==> src/rtl/vnu_serial_sat.sv <==
// Serial saturating variable-node unit.
// Each frame takes the channel LLR followed by D check-to-variable messages over a
// valid/ready stream. It then emits D extrinsic messages q_i = l + sum(r) - r_i,
// saturated symmetrically to DATA_W bits, together with the hard decision.
module vnu_serial_sat #(
  parameter  int DATA_W = 6,
  parameter  int D      = 3,
  parameter  int EXT_W  = 3,
  localparam int IDX_W  = $clog2(D)
) (
  input  logic              clk,
  input  logic              rst_n,
  input  logic              in_valid,
  output logic              in_ready,
  input  logic [DATA_W-1:0] in_data,
  output logic              out_valid,
  input  logic              out_ready,
  output logic [DATA_W-1:0] out_data,
  output logic [IDX_W-1:0]  out_idx,
  output logic              out_last,
  output logic              dec,
  output logic              dec_valid
);

  localparam int SUM_W = DATA_W + EXT_W;
  localparam int CNT_W = $clog2(D + 1);

  localparam logic [0:0] S_LOAD = 1'b0;
  localparam logic [0:0] S_EMIT = 1'b1;

  // Largest magnitude that may be emitted; the most negative code is never produced.
  localparam logic signed [SUM_W-1:0] SAT_MAX = {{(EXT_W + 1){1'b0}}, {(DATA_W - 1){1'b1}}};
  localparam logic signed [SUM_W-1:0] SAT_MIN = -SAT_MAX;

  // The accumulator must hold l plus D messages without wrapping.
  if (EXT_W < $clog2(D + 1)) begin : g_ext_w_check
    $error("vnu_serial_sat: EXT_W too small to hold the sum of D+1 messages");
  end

  logic [0:0]              r_state;
  logic [CNT_W-1:0]        r_cnt;
  logic signed [SUM_W-1:0] r_sum;
  logic [DATA_W-1:0]       r_rbuf [D];
  logic                    r_dec;
  logic                    r_dec_valid;

  logic signed [SUM_W-1:0] w_sum_next;
  logic signed [SUM_W-1:0] w_diff;
  logic signed [SUM_W-1:0] w_sat;
  logic [CNT_W-1:0]        w_cnt_m1;
  logic [IDX_W-1:0]        w_wr_idx;
  logic [IDX_W-1:0]        w_rd_idx;
  logic                    w_in_fire;
  logic                    w_out_fire;
  logic                    w_cnt_is_d;
  logic                    w_cnt_is_last;

  function automatic logic signed [SUM_W-1:0] sext(input logic [DATA_W-1:0] x);
    return {{EXT_W{x[DATA_W-1]}}, x};
  endfunction

  assign in_ready  = (r_state == S_LOAD);
  assign out_valid = (r_state == S_EMIT);
  assign w_in_fire  = in_valid & in_ready;
  assign w_out_fire = out_valid & out_ready;

  assign w_cnt_is_d    = (r_cnt == CNT_W'(D));
  assign w_cnt_is_last = (r_cnt == CNT_W'(D - 1));
  assign w_cnt_m1      = r_cnt - CNT_W'(1);
  assign w_wr_idx      = w_cnt_m1[IDX_W-1:0];
  assign w_rd_idx      = r_cnt[IDX_W-1:0];

  // Beat 0 seeds the accumulator with l; later beats add the incoming r.
  assign w_sum_next = (r_cnt == '0) ? sext(in_data) : (r_sum + sext(in_data));

  // Extrinsic value: the full sum minus this edge's own message (cannot overflow SUM_W).
  assign w_diff = r_sum - sext(r_rbuf[w_rd_idx]);

  // Symmetric clamp of the extrinsic value to the DATA_W range.
  always_comb begin
    // NOTE: assigning a default first keeps every path driven so no latch is inferred.
    w_sat = w_diff;
    if (w_diff > SAT_MAX) begin
      w_sat = SAT_MAX;
    end else if (w_diff < SAT_MIN) begin
      w_sat = SAT_MIN;
    end
  end

  assign out_data  = w_sat[DATA_W-1:0];
  assign out_idx   = w_rd_idx;
  assign out_last  = out_valid & w_cnt_is_last;
  assign dec       = r_dec;
  assign dec_valid = r_dec_valid;

  // Frame sequencer: accumulate and buffer during LOAD, step through outputs during EMIT.
  always_ff @(posedge clk or negedge rst_n) begin
    if (!rst_n) begin
      // NOTE: all state updates use <= so every register samples pre-edge values.
      r_state     <= S_LOAD;
      r_cnt       <= '0;
      r_sum       <= '0;
      r_dec       <= 1'b0;
      r_dec_valid <= 1'b0;
      // NOTE: the small message buffer is reset too, so a frame aborted by reset
      // leaves no stale messages behind.
      for (int i = 0; i < D; i++) begin
        r_rbuf[i] <= '0;
      end
    end else begin
      case (r_state)
        S_LOAD: begin
          if (w_in_fire) begin
            r_sum <= w_sum_next;
            if (r_cnt != '0) begin
              r_rbuf[w_wr_idx] <= in_data;
            end
            if (w_cnt_is_d) begin
              r_state     <= S_EMIT;
              r_cnt       <= '0;
              r_dec       <= w_sum_next[SUM_W-1];
              r_dec_valid <= 1'b1;
            end else begin
              r_cnt <= r_cnt + CNT_W'(1);
            end
          end
        end
        default: begin
          if (w_out_fire) begin
            if (w_cnt_is_last) begin
              r_state <= S_LOAD;
              r_cnt   <= '0;
            end else begin
              r_cnt <= r_cnt + CNT_W'(1);
            end
          end
        end
      endcase
    end
  end

endmodule

==> config.mk <==
export PLATFORM = sky130hd
export DESIGN_NAME = vnu_serial_sat
export DESIGN_NICKNAME = d
export VERILOG_FILES = /design/src/rtl/vnu_serial_sat.sv
export SDC_FILE = /design/constraint.sdc
export NUM_CORES = 1
export LEC_CHECK = 0
export BUFFER_PORTS_ARGS = -buffer_cell sky130_fd_sc_hd__buf_4
export CAP_MARGIN = 10
export CORE_ASPECT_RATIO = 0.5
export CORE_MARGIN = 3
export CORE_UTILIZATION = 40
export DETAILED_ROUTE_END_ITERATION = 7
export GPL_TIMING_DRIVEN = 0
export SYNTH_ARGS = -nofsm -noshare
export SYNTH_HDL_FRONTEND = slang
export SYNTH_SLANG_ARGS = --single-unit
==> constraint.sdc <==
create_clock -name clk -period 7.45 [get_ports clk]
set_input_delay 1.1175 -clock clk [delete_from_list [all_inputs] [get_ports clk]]
set_output_delay 1.1175 -clock clk [all_outputs]
set_load 0.01 [all_outputs]
==> impl_metrics.env <==
export IMPL_status="finished clean"
export IMPL_grt_overflow=0
export IMPL_crit_buf_inv=3
export IMPL_synth_nets=284
export IMPL_critPathTopFamily="compound AO/OA/AOI/OAI gates"
export IMPL_grt_pass1_vias=1813
export IMPL_critPathArrivalTime_ns=3.80
export IMPL_cts_root_buf="clkbuf_16"
export IMPL_cts_resized=0
export IMPL_synth_top_area_share_pct=33.4
export IMPL_register_area_um2=801
export IMPL_vias_per_cell=5.28
export IMPL_fin_setup_tns_ns=0
export IMPL_yosys_top_cells_area="dfrtp_1 33%, ha_1 11%, mux2_2 8.9%, a21oi_1 4.6%, nor2_1 3.8%"
export IMPL_synth_edf_count=0
export IMPL_syn2layout_area_growth_pct=17.7
export IMPL_core_um2=5630
export IMPL_clock_skew_ns=0.00347
export IMPL_fmax_mhz=203
export IMPL_cts_buffer_depth=2
export IMPL_io_buffers=22
export IMPL_maxSlewViolCount=0
export IMPL_drt_total_wl_um=5160
export IMPL_drt_iter0_markers=75
export IMPL_rsz0062_at_grt="false"
export IMPL_grt_pass1_wl_um=8680
export IMPL_critical_path_class="register to output pin"
export IMPL_fin_area_um2=2820
export IMPL_cts_hold_buf=0
export IMPL_post_cts_buffers=0
export IMPL_avgRoutedWirePerCell_um=14.6
export IMPL_num_vias=1863
export IMPL_synth_most_common_cell="dfrtp_1"
export IMPL_yosysTopAreaCell="dfrtp_1"
export IMPL_critPathSlowestCell="dfrtp_1"
export IMPL_finalCritPeriodShare_pct=66.0
export IMPL_cp_end_kind="output pin"
export IMPL_hold_path_class="register to register"
export IMPL_max_slew_worst_pin_slew_ns=0.550
export IMPL_relSlewSlack_pct=63.3
export IMPL_critical_path_most_common_cell="a21oi_1"
export IMPL_postRouteAntennaNets=0
export IMPL_ys_seq_area_share_pct=33.4
export IMPL_antennaDiodeCount=0
export IMPL_clk_latency_ns=0.28
export IMPL_synth_cells=250
export IMPL_cts_num_sinks=32
export IMPL_post_dp_cell_area_um2=2660
export IMPL_finalSetupViolCount=0
export IMPL_final_core_util_pct=50.1
export IMPL_gp_congestion=0.846
export IMPL_start_util_pct=42.6
export IMPL_async_flop_share_pct=100
export IMPL_crit_chain="bufinv_8 > nor2_1 > nand2_1 > o21ai_0 > ha_1 > inv_1 > fa_1 > a21oi_1 > o21ai_1 > a21oi_1 > xnor2_1 > o31ai_2 > o221ai_1 > buf_4"
export IMPL_htree_levels=2
export IMPL_cp_max_fo=12
export IMPL_drc_errors=0
export IMPL_synth_cell_type_count=52
export IMPL_clkTransAtPathRegs_ns=0.05
export IMPL_netlist_top_cells_count="32 x dfrtp_1, 24 x nor2_1, 22 x a21oi_1, 22 x ha_1, 20 x nand2_1"
export IMPL_die_y_um=60.8
export IMPL_grt_usage_pct=15.9
export IMPL_maxCapViolCount=0
export IMPL_grt_max_degree=33
export IMPL_die_area_um2=7020
export IMPL_layout_nets=313
export IMPL_rows=19
export IMPL_syn_area_per_cell_um2=9.60
export IMPL_fillers=536
export IMPL_slowest_delay_ns=0.59
export IMPL_tritoncts="done"
export IMPL_ioPinCount=23
export IMPL_yosysWarnings=0
export IMPL_cp_start_kind="register"
export IMPL_die_x_um=116
export IMPL_min_period_ns=4.92
export IMPL_yosys_register_bits=32
export IMPL_synth_flop_cell="dfrtp_1"
export IMPL_ff2ff_setup_slack_ns=5.07
export IMPL_drive_gt1_share_pct=21.4
export IMPL_hold_viol=0
export IMPL_synth_area_um2=2400
export IMPL_dp_hpwl_um=4030
export IMPL_antenna_found_initial=0
export IMPL_required_ns=6.33
export IMPL_cts_inserted_buffers=5
export IMPL_first_pass_iters=4
export IMPL_multi_input_area_um2=1490
[through the flow]
stage / std cells / setup slack [ns] / hold WS [ns]
after floorplan: 250 / 3.43 / 0.473
after global placement: 345 / 2.90 / 0.452
after detailed placement: 345 / 2.82 / 0.462
after CTS: 353 / 2.52 / 0.479
after global routing: 353 / 2.21 / 0.514
final: 353 / 2.53 / 0.468
[flip-flops by register name, indices dropped and copies added (netlist names)]
register,flops
dec,1
r_sum,9
out_idx,2
out_valid,1
r_rbuf,18
dec_valid,1
[final cells by class]
type / instances / share of cell area [%]
plain buffers: 10 / 1.95
flip-flops and latches: 32 / 28.4
clock inverters: 3 / 1.51
clock buffers: 5 / 4.43
inverters: 12 / 2.08
repair buffers: 22 / 5.85
multi-input cells: 196 / 52.6
well taps: 73 / 3.23
[cells in the final DEF (no fill, tap or decap), types with 4 or more instances in the layout]
cell type and n:
clkbuf_1 7, dfrtp_1 32, buf_4 22, ha_1 22
nor2b_1 4, mux2_2 19, clkbuf_16 5, and2_1 4
a21oi_1 22, nor2_1 24, mux2i_1 8, o21ai_0 8
a21o_1 4, nand2_1 20, xnor2_1 8, inv_1 10
[per-layer routing]
layer  vias to the layer above  GRT usage (%)  wire, um
met5                         -              0         0
met4                         0           4.52        40
met3                         6           2.99       115
met2                        21           25.3      2260
met1                       887           22.5      2740
li1                        949              -         -
[worst paths after layout]
| check | end | depth (start not counted) | start |
|---|---|---|---|
| max reg2reg | r_rbuf[9]$_DFFE_PN0P_ | 7 | out_idx[1]$_DFFE_PN0P_ |
| min in group asynchronous | r_sum[1]$_DFFE_PN0P_ | 1 | rst_n |
| max in group asynchronous | out_valid$_DFF_PN0_ | 1 | rst_n |
| min reg2reg | dec_valid$_DFFE_PN0P_ | 1 | dec_valid$_DFFE_PN0P_ |
| min | dec_valid$_DFFE_PN0P_ | 1 | dec_valid$_DFFE_PN0P_ |
| max | out_data[2] | 14 | out_idx[1]$_DFFE_PN0P_ |
[kinds of logic (layout without fill, tap and decap cells)]
| kind of cell | Yosys count | in the layout | share of synthesized area [%] |
|---|---|---|---|
| muxes | 27 | 27 | 12.3 |
| DFF | 32 | 32 | 33.4 |
| xor gates and xnor gates | 12 | 12 | 5.01 |
| adders and majority gates | 24 | 24 | 13.1 |
| AOI/OAI and AO/OA | 62 | 62 | 17.3 |
| and+or+nand+nor | 71 | 71 | 14.2 |
| buffers and inverters | 22 | 52 | 4.74 |
[worst register-to-register path: cells and delay by family, from the launching register on]
kind	cells	cell delay (ns)
adders and majority gates	1	0.17
muxes	1	0.38
and+or+nand+nor	2	0.34
DFF	1	0.59
buffers and inverters	3	0.80
Power is not shown: default switching activity piles up to over one toggle a cycle in this logic, so the estimate is an artifact.
